## src/rtl/mem_port_arbiter.sv

```systemverilog
// rtl/mem_port_arbiter.sv - 4-way round-robin arbiter for a shared memory port; grant held until Done.
// Optional watchdog enabled by defining ARB_TIMEOUT_EN.
module mem_port_arbiter #(
  parameter int TIMEOUT_CYCLES = 64,
  parameter int CNT_W          = 7
) (
  input  logic       clk,
  input  logic       rst,
  input  logic [3:0] Req,
  input  logic       Done,
  output logic [3:0] Grant,
  output logic [1:0] Sel,
  output logic       Busy,
  output logic       TimeoutErr
);

  localparam logic [0:0] ST_IDLE  = 1'b0;
  localparam logic [0:0] ST_GRANT = 1'b1;

  logic [0:0]       state;
  logic [1:0]       ptr;
  logic [CNT_W-1:0] hold_cnt;

  logic             wdog_hit;
  logic             expire;
  logic             release_ev;
  logic [1:0]       arb_ptr;
  logic [3:0]       arb_req;
  logic             found;
  logic [1:0]       win;
  logic [1:0]       idx;

  assign wdog_hit = (hold_cnt == CNT_W'(TIMEOUT_CYCLES - 1));

`ifdef ARB_TIMEOUT_EN
  // Done on the expiry cycle takes precedence, so it is a normal release.
  assign expire = (state == ST_GRANT) && wdog_hit && !Done;
`else
  logic unused_wdog;
  assign unused_wdog = wdog_hit;
  assign expire      = 1'b0;
`endif

  assign release_ev = (state == ST_GRANT) && (Done || !Req[Sel] || expire);

  // On release the owner is masked so it cannot be regranted immediately.
  assign arb_ptr = release_ev ? (Sel + 2'd1) : ptr;
  assign arb_req = release_ev ? (Req & ~Grant) : Req;

  always_comb begin
    found = 1'b0;
    win   = arb_ptr;
    idx   = arb_ptr;
    for (int i = 3; i >= 0; i--) begin
      idx = arb_ptr + 2'(i);
      if (arb_req[idx]) begin
        found = 1'b1;
        win   = idx;
      end
    end
  end

  always_ff @(posedge clk) begin
    if (rst) begin
      state    <= ST_IDLE;
      Grant    <= 4'b0000;
      Sel      <= 2'b00;
      ptr      <= 2'b00;
      hold_cnt <= '0;
    end else if (state == ST_IDLE) begin
      if (found) begin
        state    <= ST_GRANT;
        Grant    <= 4'b0001 << win;
        Sel      <= win;
        hold_cnt <= '0;
      end
    end else if (release_ev) begin
      ptr <= arb_ptr;
      if (found) begin
        Grant    <= 4'b0001 << win;
        Sel      <= win;
        hold_cnt <= '0;
      end else begin
        state <= ST_IDLE;
        Grant <= 4'b0000;
      end
    end else if (hold_cnt != {CNT_W{1'b1}}) begin
      hold_cnt <= hold_cnt + 1'b1;
    end
  end

  assign Busy       = (state == ST_GRANT);
  assign TimeoutErr = expire;

endmodule

```

## config.mk

```make
export PLATFORM = sky130hd
export DESIGN_NAME = mem_port_arbiter
export DESIGN_NICKNAME = d
export VERILOG_FILES = /design/src/rtl/mem_port_arbiter.sv
export SDC_FILE = /design/constraint.sdc
export NUM_CORES = 1
export LEC_CHECK = 0
export CAP_MARGIN = 20
export CORE_MARGIN = 4
export CORE_UTILIZATION = 50
export CTS_CLUSTER_SIZE = 8
export DETAILED_ROUTE_END_ITERATION = 6
export PLACE_DENSITY = 0.84
export SYNTH_ARGS = -nofsm -noshare
export SYNTH_HDL_FRONTEND = slang
export SYNTH_SLANG_ARGS = --single-unit
export TNS_END_PERCENT = 5
```

## constraint.sdc

```tcl
create_clock -name clk -period 3.27 [get_ports clk]
set_input_delay 0.327 -clock clk [delete_from_list [all_inputs] [get_ports clk]]
set_output_delay 0.327 -clock clk [all_outputs]
set_load 0.01 [all_outputs]
```

; Word-level counts from Yosys, hierarchy flattened
; Cells that the tools add are included.
; W data, S select, Z words.
[classes]
addsub = 4
n_lt_le_gt_ge = 5
n_eq_ne = 1
shifts = 1
mux = 30
bitwise = 2
reduce_logical = 6
[ops]
columns = cell, count
row1 = $mux W4, 5
row2 = $mux W2, 8
row3 = $lt A2 B3 Y1 const B, 5
row4 = $mux W1, 12
row5 = $bmux W1 S2, 5
row6 = $add A2 B1 Y2 const B, 2
row7 = $add A2 B2 Y2 const B, 2
row8 = $and A4 B4 Y4, 1
row9 = $not A4 Y4, 1
row10 = $reduce_and A2 Y1, 2
row11 = $shl A1 B2 Y4 const A, 1
row12 = $ne A2 B1 Y1 const B, 1
row13 = $reduce_bool A2 Y1, 1
row14 = $logic_and A1 B1 Y1, 1
row15 = $logic_not A1 Y1, 1
row16 = $logic_or A1 B1 Y1, 1
[totals]
regBits = 9
in_bits = 7
out_inout_bits = 8

; Logic depth before layout (Yosys ltp)
; Gate-level depths: netlist of run 1.
[logic_depth]
ltp_word = 17
mapped_depth = 8

; Worst setup path after synthesis of run 1
; No wires, ideal clock.
[synth_timing]
path_kind = reg2reg
startpoint = reg Sel[1]
endpoint = reg Sel[1]
setup_ns = 0.067
arrival_ns = 2.054
required_time_ns = 3.203
slack_ns = 1.149
path_stages_with_launch = 9
path_buffers = 1
cell_sequence = dfxtp_1 > mux2i_1 > o221ai_2 > buf_6 > a22oi_4 > mux2i_1 > a21oi_1 > a211o_1 > a21oi_2
[synth_between]
elab_chain_len = 16
[synth_lines]
columns = item, line_no
row1 = start: declaration, 12  ; output logic [1:0] Sel,
row2 = start signal: assignment, 74  ; Sel <= win;
row3 = start signal: assignment, 81  ; Sel <= win;
row4 = $bmux W1 S2, 44  ; assign release_ev = (state == ST_GRANT) && (Done || !Req[Sel] || expire);
row5 = $mux W1 (implied by the code), 44
row6 = $logic_not A1 Y1, 44
row7 = $logic_or A1 B1 Y1, 44
row8 = $logic_and A1 B1 Y1, 44
row9 = $mux W2, 47  ; assign arb_ptr = release_ev ? (Sel + 2'd1) : ptr;
row10 = $add A2 B2 Y2, 55  ; idx = arb_ptr + 2'(i);
row11 = $bmux W1 S2, 56  ; if (arb_req[idx]) begin
row12 = $mux W1 (implied by the code), 56
row13 = $mux W2 / $mux W1 (equally long branches) (4 in series), 56
row14 = $mux W2, "71, 79"
row15 = $mux W2, 77  ; end else if (release_ev) begin
row16 = $mux W2, 70  ; end else if (state == ST_IDLE) begin
; Several ways; a longest one is shown, not always the timed one. The select of a mux whose other input is x is not followed.
; A chain may end at the register's enable or synchronous reset.

; Worst setup path after layout of run 1
[layout_timing]
startpoint = in Req[3]
endpoint = reg Sel[0]
[layout_between]
elab_chain_len = 16
[layout_lines]
columns = item, line_no
row1 = start: declaration, 9  ; input logic [3:0] Req,
row2 = $bmux W1 S2, 44
row3 = $mux W1 (implied by the code), 44
row4 = $logic_not A1 Y1, 44
row5 = $logic_or A1 B1 Y1, 44
row6 = $logic_and A1 B1 Y1, 44
row7 = $mux W2, 47
row8 = $add A2 B2 Y2, 55
row9 = $bmux W1 S2, 56
row10 = $mux W1 (implied by the code), 56
row11 = $mux W2 / $mux W1 (equally long branches) (4 in series), 56
row12 = $mux W2, "71, 79"
row13 = $mux W2, 77
row14 = $mux W2, 70
; Several ways; a longest one is shown, not always the timed one. The select of a mux whose other input is x is not followed.

==> results.tsv, run 1 <==
metric	value	unit
r2r_slack	0.87	ns
power_density	475	nW/um2
yosysSeqAreaShare	24.2	%
drv_cap	0	
setup_viol_count_final	0	
hold_start	Grant[2]	
critical_path_class	input pin to flop	
layout_common_cells	clkdlybuf4s50_1 (13), a21oi_1 (10), dfxtp_1 (9)	
cts_tree	yes	
worst_r2r_path_depth	8	
cts_resized	0	
syn_nets	100	
cts_made_buffers	3	
fin_nets	114	
antenna_left	0	
clock-root-buffer	clkbuf_4	
cp-end-kind	flop	
muxShareOfSynthArea	4.04	%
holdPathStages	2	
synth-simple-area-share	19.9	%
clk_latency	0.25	ns
cts_setup_buffers	0	
crit_path_frequent_cell	a21oi_1	
antenna_cells	0	
ioPinCount	15	
r2r-end	Sel[0]	
drtPass1Iterations	4	
synth_top_area_share	24.2	%
yosysUniqueCellTypes	39	
synth_compound_area_share	44.4	%
core	1350	um2
crit_chain	clkdlybuf4s50_1, mux2i_1, o221ai_2, buf_4, o21a_2, nor4_2, a21oi_1, nand4b_1, a21oi_1	
critical_path.startpoint_type	input pin	
slowest_stage	clkdlybuf4s50_1	
fin_cells	121	
yosysWarnings	0	
fin_skew	0.00154	ns
status	finished, final reports clean	
via_per_inst	6.50	
synthAdderAreaFrac	0	%
period_minus_slack	2.42	ns
die-area	2170	um2
grtUsageTotal	19.9	%
cts.htree.levels	1	
cts.sinks	9	
die_x	46.6	um
dp.cells	117	
dp_hpwl	1430	um
gp_congestion	0.955	
fmax	412	MHz
grt_pass1_vias	697	
final_common_cell	clkdlybuf4s50_1	
path_max_fanout	14	
ir_drop	0.000377	V
synth_top_family_by_area	compound AO/OA/AOI/OAI gates	
holdPathEnd	Grant[2]	
grt_max_degree	15	
synthToLayoutAreaGrowth	20.2	%
worst-path-buf-inv	2	
grt_setup_unrepaired	no	
start_util	55.1	%
drtIter0Drc	38	
grt_pass1_wl	3060	um
clockBufferDepth	2	
clk_pin_slew	0.06	ns
cp_data_arrival_time	2.55	ns
r2r-start	Sel[1]	
post_route_cells_drive_above_1_share	17.0	%
syn_inst	93	
antenna_found_initial	0	
syn_area_per_cell	7.99	um2
critPathMaxStageDelay	0.46	ns
finalMaxSlewViolations	0	
synthXorXnorAreaFrac	0	%
synth_top_cell_by_area	dfxtp_1	
die_h	46.6	um
finalHoldViolCount	0	
hp-class	flop to flop	
grt_overflow	0	
fin_setup_tns	0	ns
rows	13	
ys_ff_latch	9	
p_leak	0.315	nW
timing.hold.ws	0.491	ns
synth_area	743	um2
worst_ep_required_time	3.40	ns
finalCritPeriodShare	74.2	%
wirelength	1920	um
wl_per_cell	15.9	um
crit_family	buffers and inverters	
route.vias.total	787	
yosys-top-cells-area	dfxtp_1 (24%), a21oi_1 (6.7%), o21ai_1 (5.4%)	
placement.io_buffers	13	
drcViolationCount	0	
ctsHoldBuffers	0	
## state kept, by name, summed over array words and instances, names as in the netlist
name and flops:
Busy 1, Sel 2, Grant 4, ptr 2
## metal layers
layer	GRT usage [%]	wire, um	up-vias
met1	26.2	821	362
li1	-	-	377
met4	9.66	60	0
met5	0	0	-
met2	29.1	888	40
met3	5.86	148	8
## stage by stage
stage / util [%] / cell area [um2] / total power [mW] / setup slack (ns)
floorplan: - / 743 / 0.284 / 1.15
global placement: 64.2 / 867 / 0.337 / 0.677
detailed placement: 64.2 / 867 / 0.341 / 0.602
CTS: 66.2 / 893 / 0.426 / 0.869
global route: 66.2 / 893 / 0.457 / 0.648
finish: 66.2 / 893 / 0.424 / 0.845
## synth_stat cells, drive strengths merged
library cell / n
a211oi: 1
a22o: 1
or2b: 2
nand4b: 3
a22oi: 1
o21ai: 11
or2: 1
nor4: 2
mux2i: 3
o21a: 5
nand2: 5
o221ai: 1
o211ai: 2
buf: 5
conb: 1
a211o: 1
nand2b: 2
inv: 5
nor2b: 2
o2bb2ai: 1
a32oi: 2
nand3b: 1
o211a: 1
nor3: 1
dfxtp: 9
a21oi: 11
nor2: 4
a31oi: 2
nand3: 2
a21o: 1
o22ai: 4
## worst register-to-register path: stages (launching register included)
cell	delay, ns
dfxtp_1	0.45
mux2i_1	0.39
o221ai_2	0.15
buf_4	0.21
o21a_2	0.24
nor4_2	0.39
a21oi_1	0.18
nand4b_1	0.18
a21oi_1	0.08
## logic make-up after synthesis
family          Yosys count
simple gates             25
buf+inv                  10
flops                     9
compound gates           45
mux                       3
other cells               1
## where the power goes
part           internal [mW]  total [mW]  switching, mW  leakage [nW]
clock                 0.0467      0.0808         0.0341        0.0150
sequential             0.125       0.144         0.0187        0.0744
combinational         0.0901       0.199          0.109         0.225
total                  0.262       0.424          0.162         0.315
## worst max-delay path by stage
stage / end / cells after the start / from
4_1_cts: Sel[0] / 9 / Req[3]
5_1_grt: Grant[1] / 9 / Req[3]
3_3_place_gp: Grant[1] / 8 / Req[3]
3_5_place_dp: Sel[0] / 9 / Req[3]
6_report: Sel[0] / 9 / Req[3]
2_1_floorplan: Sel[1] / 8 / Sel[1]
## cell type report
type,count,area [um2]
clock buffers,4,26.3
fillers,117,457
inverters,5,18.8
multi-input cells,74,512
flip-flops and latches,9,180
well taps,15,18.8
repair buffers,14,138
(Power assumes the default switching activity.)
==> inputs of run 2 (changes only) <==
CORE_UTILIZATION = 49   (was 50)
PLACE_DENSITY = 0.83   (was 0.84)
clock period = 2.54 ns   (was 3.27 ns; I/O delays follow)
==> results.tsv, run 2 (synthesis gave the netlist of run 1 again) <==
metric	value	unit	change
cts_made_buffers	3		unchanged
finalMaxSlewViolations	0		unchanged
r2r-start	Sel[1]		
clock-root-buffer	clkbuf_4		
post_route_cells_drive_above_1_share	20.7	%	+3.7 points
wirelength	2090	um	+8.9%
crit_family	compound AO/OA/AOI/OAI gates		
dp_hpwl	1550	um	+8.2%
die-area	2200	um2	+1.7%
grtUsageTotal	20.8	%	+0.92 points
cp-end-kind	flop		
crit_chain	mux2i_1, o221ai_2, buf_4, o21a_2, nor4_2, a21oi_1, a21oi_1, a211oi_1		
synthToLayoutAreaGrowth	25.3	%	
grt_pass1_vias	740		+6.2%
final_common_cell	clkdlybuf4s50_1		
p_leak	0.339	nW	+7.7%
cts_setup_buffers	0		unchanged
cp.depth	8		-1
gp_congestion	0.923		-3.4%
crit_start	Sel[1]		
finalHoldViolCount	0		unchanged
r2r-end	Grant[1]		
hp-class	flop to flop		
clockBufferDepth	2		unchanged
critical_path_class	flop to flop		
grt-busiest-layer	met2		
start_util	54.4	%	-0.66 points
status	finished, final reports clean		
critical_path.startpoint_type	flop		
period_minus_slack	2.36	ns	
endpoint	Grant[1]		
fillers	115		-1.7%
clk_latency	0.26	ns	about the same
rows	13		unchanged
ioPinCount	15		unchanged
worst-path-buf-inv	1		-1
cts.sinks	9		unchanged
clk_pin_slew	0.07	ns	about the same
critPathMaxStageDelay	0.48	ns	+0.02 ns
wl_per_cell	16.6	um	+4.6%
grt_use_met3	5.36	%	-0.50 points
route.vias.total	798		+1.4%
cp_data_arrival_time	2.48	ns	-0.07 ns
grt_pass1_wl	3340	um	+9.3%
drcViolationCount	0		unchanged
die_h	46.9	um	+0.84%
ctsHoldBuffers	0		unchanged
fin_skew	0.00818	ns	+0.00664 ns
largest_reg_flops	4		unchanged
power_density	610	nW/um2	+28%
layout_setup_ws	0.185	ns	-0.660 ns
worst_r2r_path_depth	8		unchanged
core	1370	um2	+1.2%
grt_max_degree	15		unchanged
via_per_inst	6.33		-2.6%
die_x	46.9	um	+0.84%
cts_resized	0		unchanged
use_met2	35.0	%	+5.8 points
antenna_cells	0		unchanged
fin_nets	119		+4.4%
largestRegisters	Grant: 4 flops, Sel: 2 flops, ptr: 2 flops		
slowest_stage	dfxtp_1		
antenna_found_initial	0		unchanged
dp_slack	0.0417	ns	-0.560 ns
drtIter0Drc	37		-2.6%
grt_util_met1	25.9	%	-0.29 points
crit_path_frequent_cell	a21oi_1		
largest-register	Grant		
r2r_slack	0.18	ns	-0.69 ns
ir_drop	0.000379	V	+0.57%
path_max_fanout	14		unchanged
fmax	425	MHz	
drtPass1Iterations	4		unchanged
setup_viol_count_final	0		unchanged
cts.htree.levels	1		unchanged
p_total	568	uW	+34%
drv_cap	0		unchanged
cts_tree	yes		
finalCritPeriodShare	92.7	%	
antenna_left	0		unchanged
grt_overflow	0		unchanged
layout_common_cells	clkdlybuf4s50_1 (13), a21oi_1 (10), dfxtp_1 (9)		
placement.io_buffers	13		unchanged
worst_ep_required_time	2.66	ns	-0.74 ns
grt_setup_unrepaired	no		
fin_setup_tns	0	ns	unchanged
## run 2: changes by cell type in the layout (fill, tap and decap cells not counted), sizes merged
cell	previous run	this run
buf	1	6
## run 2: layout make-up
class	instances	area [um2]	share of cell area (%)
timing repair buffer	19	175	18.8
clock buffer	4	26.3	2.82
tap	15	18.8	2.02
inverter	5	18.8	2.02
sequential	9	180	19.4
multi-input combinational	74	512	55.0
## run 2: worst register-to-register path, stage by stage, from the launching register on
cell and delay (ns):
dfxtp_1 0.48, mux2i_1 0.37, o221ai_2 0.15, buf_4 0.21
o21a_2 0.25, nor4_2 0.36, a21oi_1 0.15, a21oi_1 0.18
a211oi_1 0.08
## run 2: how the worst min path moves through the flow
stage | cells after the start | to | startpoint | slack (ns)
after floorplan | 2 | Grant[2] | Grant[2] | 0.50
after global placement | 2 | Grant[2] | Grant[2] | 0.49
after detailed placement | 2 | Grant[2] | Grant[2] | 0.48
after CTS | 2 | Grant[2] | Grant[2] | 0.49
after global routing | 2 | Grant[2] | Grant[2] | 0.54
final | 2 | Grant[2] | Grant[2] | 0.49
## run 2: through the flow
stage	utilization, %	hold WS (ns)	instance area [um2]	std cells
CTS	68.1	0.493	931	126
global route	68.1	0.537	931	126
floorplan	-	0.504	743	93
detailed placement	66.2	0.484	905	122
global placement	66.2	0.487	905	122
finish	68.1	0.493	931	126
## run 2: power by group
part	internal (mW)	leakage [nW]	switching (mW)	total [mW]
registers	0.161	0.0744	0.0251	0.186
logic	0.126	0.250	0.145	0.272
clock network	0.0604	0.0150	0.0493	0.110
## run 2: per-layer routing
metal	wire [um]	vias up
met5	0	-
met4	30	0
met3	218	4
met2	982	44
met1	858	360
li1	-	390
==> inputs of run 3 (changes only) <==
ABC_CLOCK_PERIOD_IN_PS = 2540   (was default)
CORE_UTILIZATION = 40   (was 49)
PLACE_DENSITY = 0.71   (was 0.83)
==> results.tsv, run 3 (synthesis gave the netlist of run 1 again) <==
metric	value	unit	change
antenna_left	0		unchanged
place_area	910	um2	+0.55%
grtUsageTotal	15.6	%	-5.2 points
fin_cells	135		+7.1%
die-area	2610	um2	+19%
largest-register	Grant		
finalMaxSlewViolations	0		unchanged
grt_overflow	0		unchanged
antenna_found_initial	0		unchanged
r2r-end	Sel[1]		
rows	15		+2
drv_cap	0		unchanged
cts.htree.levels	1		unchanged
placement.io_buffers	13		unchanged
worst_r2r_path_depth	8		unchanged
die_h	51.1	um	+8.9%
finalCritPeriodShare	91.2	%	-1.5 points
path_max_fanout	14		unchanged
fin_setup_tns	0	ns	unchanged
final_common_cell	clkdlybuf4s50_1		
wirelength	1910	um	-8.8%
cts.sinks	9		unchanged
hp-class	flop to flop		
clockBufferDepth	2		unchanged
dp_slack	0.0478	ns	+0.00608 ns
critical_path.startpoint_type	flop		
layout_common_cells	clkdlybuf4s50_1 (13), a21oi_1 (10), dfxtp_1 (9)		
status	finished, final reports clean		
dp.cells	131		+7.4%
grt_setup_unrepaired	no		
fin_nets	118		-0.84%
wl_per_cell	14.1	um	-15%
largest_reg_flops	4		unchanged
layout_setup_ws	0.224	ns	+0.0393 ns
drtPass1Iterations	4		unchanged
drtIter0Drc	28		-24%
via_per_inst	5.84		-7.7%
p_leak	0.334	nW	-1.4%
synthToLayoutAreaGrowth	25.9	%	
crit_start	Sel[1]		
holdPathStages	2		unchanged
power_density	595	nW/um2	-2.5%
ctsHoldBuffers	0		unchanged
r2r_slack	0.22	ns	+0.04 ns
cts_tree	yes		
r2r-start	Sel[1]		
start_util	42.6	%	-12 points
cp_data_arrival_time	2.44	ns	-0.04 ns
largestRegisters	Grant: 4 flops, Sel: 2 flops, ptr: 2 flops		
critical_path_class	flop to flop		
worst_ep_required_time	2.67	ns	about the same
grt_pass1_wl	3220	um	-3.5%
grt_max_degree	15		unchanged
route.vias.total	789		-1.1%
cts_made_buffers	3		unchanged
ioPinCount	15		unchanged
core	1750	um2	+28%
clock-root-buffer	clkbuf_4		
holdPathEnd	Grant[2]		
clk_latency	0.25	ns	about the same
ir_drop	0.000520	V	+37%
die_x	51.1	um	+8.9%
finalHoldViolCount	0		unchanged
hold_start	Grant[2]		
post_route_cells_drive_above_1_share	20.0	%	-0.72 points
period_minus_slack	2.32	ns	-0.0393 ns
cts_setup_buffers	0		unchanged
clk_pin_slew	0.06	ns	about the same
grt_pass1_vias	713		-3.6%
cts_resized	0		unchanged
gp_congestion	0.881		-4.6%
setup_viol_count_final	0		unchanged
fmax	432	MHz	+1.7%
fin_skew	0.00584	ns	-0.00234 ns
cp-end-kind	flop		
dp_hpwl	1470	um	-5.4%
drcViolationCount	0		unchanged
finalInstanceArea	936	um2	+0.54%
antenna_cells	0		unchanged
## run 3: changes by cell type in the layout (fill, tap and decap cells not counted)
cell and delta:
buf_4 -1
## run 3: critical path, cell delays in order (launching register included)
cell and delay (ns):
dfxtp_1 0.47, mux2i_1 0.36, o221ai_2 0.15, buf_4 0.21, o21a_2 0.24, nor4_2 0.35
a21o_2 0.21, a211o_1 0.15, a21oi_2 0.06
## run 3: worst max-delay path by stage
stage | to | slack (ns) | depth (start not counted)
after floorplan | Sel[1] | 0.42 | 8
after global placement | Sel[1] | 0.09 | 9
after detailed placement | Sel[1] | 0.05 | 9
after CTS | Sel[1] | 0.25 | 8
after global routing | Sel[0] | 0.09 | 8
final | Sel[1] | 0.22 | 8
## run 3: area by class of cell
| cell class | count | area, um2 |
|---|---|---|
| Clock buffer | 4 | 26.3 |
| Tap cell | 25 | 31.3 |
| Fill cell | 167 | 810 |
| Timing Repair Buffer | 18 | 168 |
| Inverter | 5 | 18.8 |
| Sequential cell | 9 | 180 |
| Multi-Input combinational cell | 74 | 512 |
## run 3: power breakdown
group	switching (mW)	internal, mW	leakage, nW
combinational	0.142	0.125	0.245
sequential	0.0236	0.161	0.0744
clock	0.0441	0.0602	0.0150
## run 3: stage by stage
stage / power (mW) / hold WS [ns] / utilization [%]
global route: 0.601 / 0.536 / 53.6
detailed placement: 0.451 / 0.492 / 52.1
finish: 0.557 / 0.495 / 53.6
floorplan: 0.366 / 0.504 / -
CTS: 0.558 / 0.500 / 53.6
global placement: 0.449 / 0.495 / 52.1
## run 3: layer usage
layer | global-route usage (%) | wire length [um] | vias to the layer above | share of wire (%)
met3 | 3.50 | 114 | 4 | 6.0
met1 | 21.1 | 918 | 370 | 48
met5 | 0 | 0 | - | 0
met2 | 25.1 | 845 | 27 | 44
li1 | - | - | 388 | -
met4 | 3.59 | 29 | 0 | 1.5
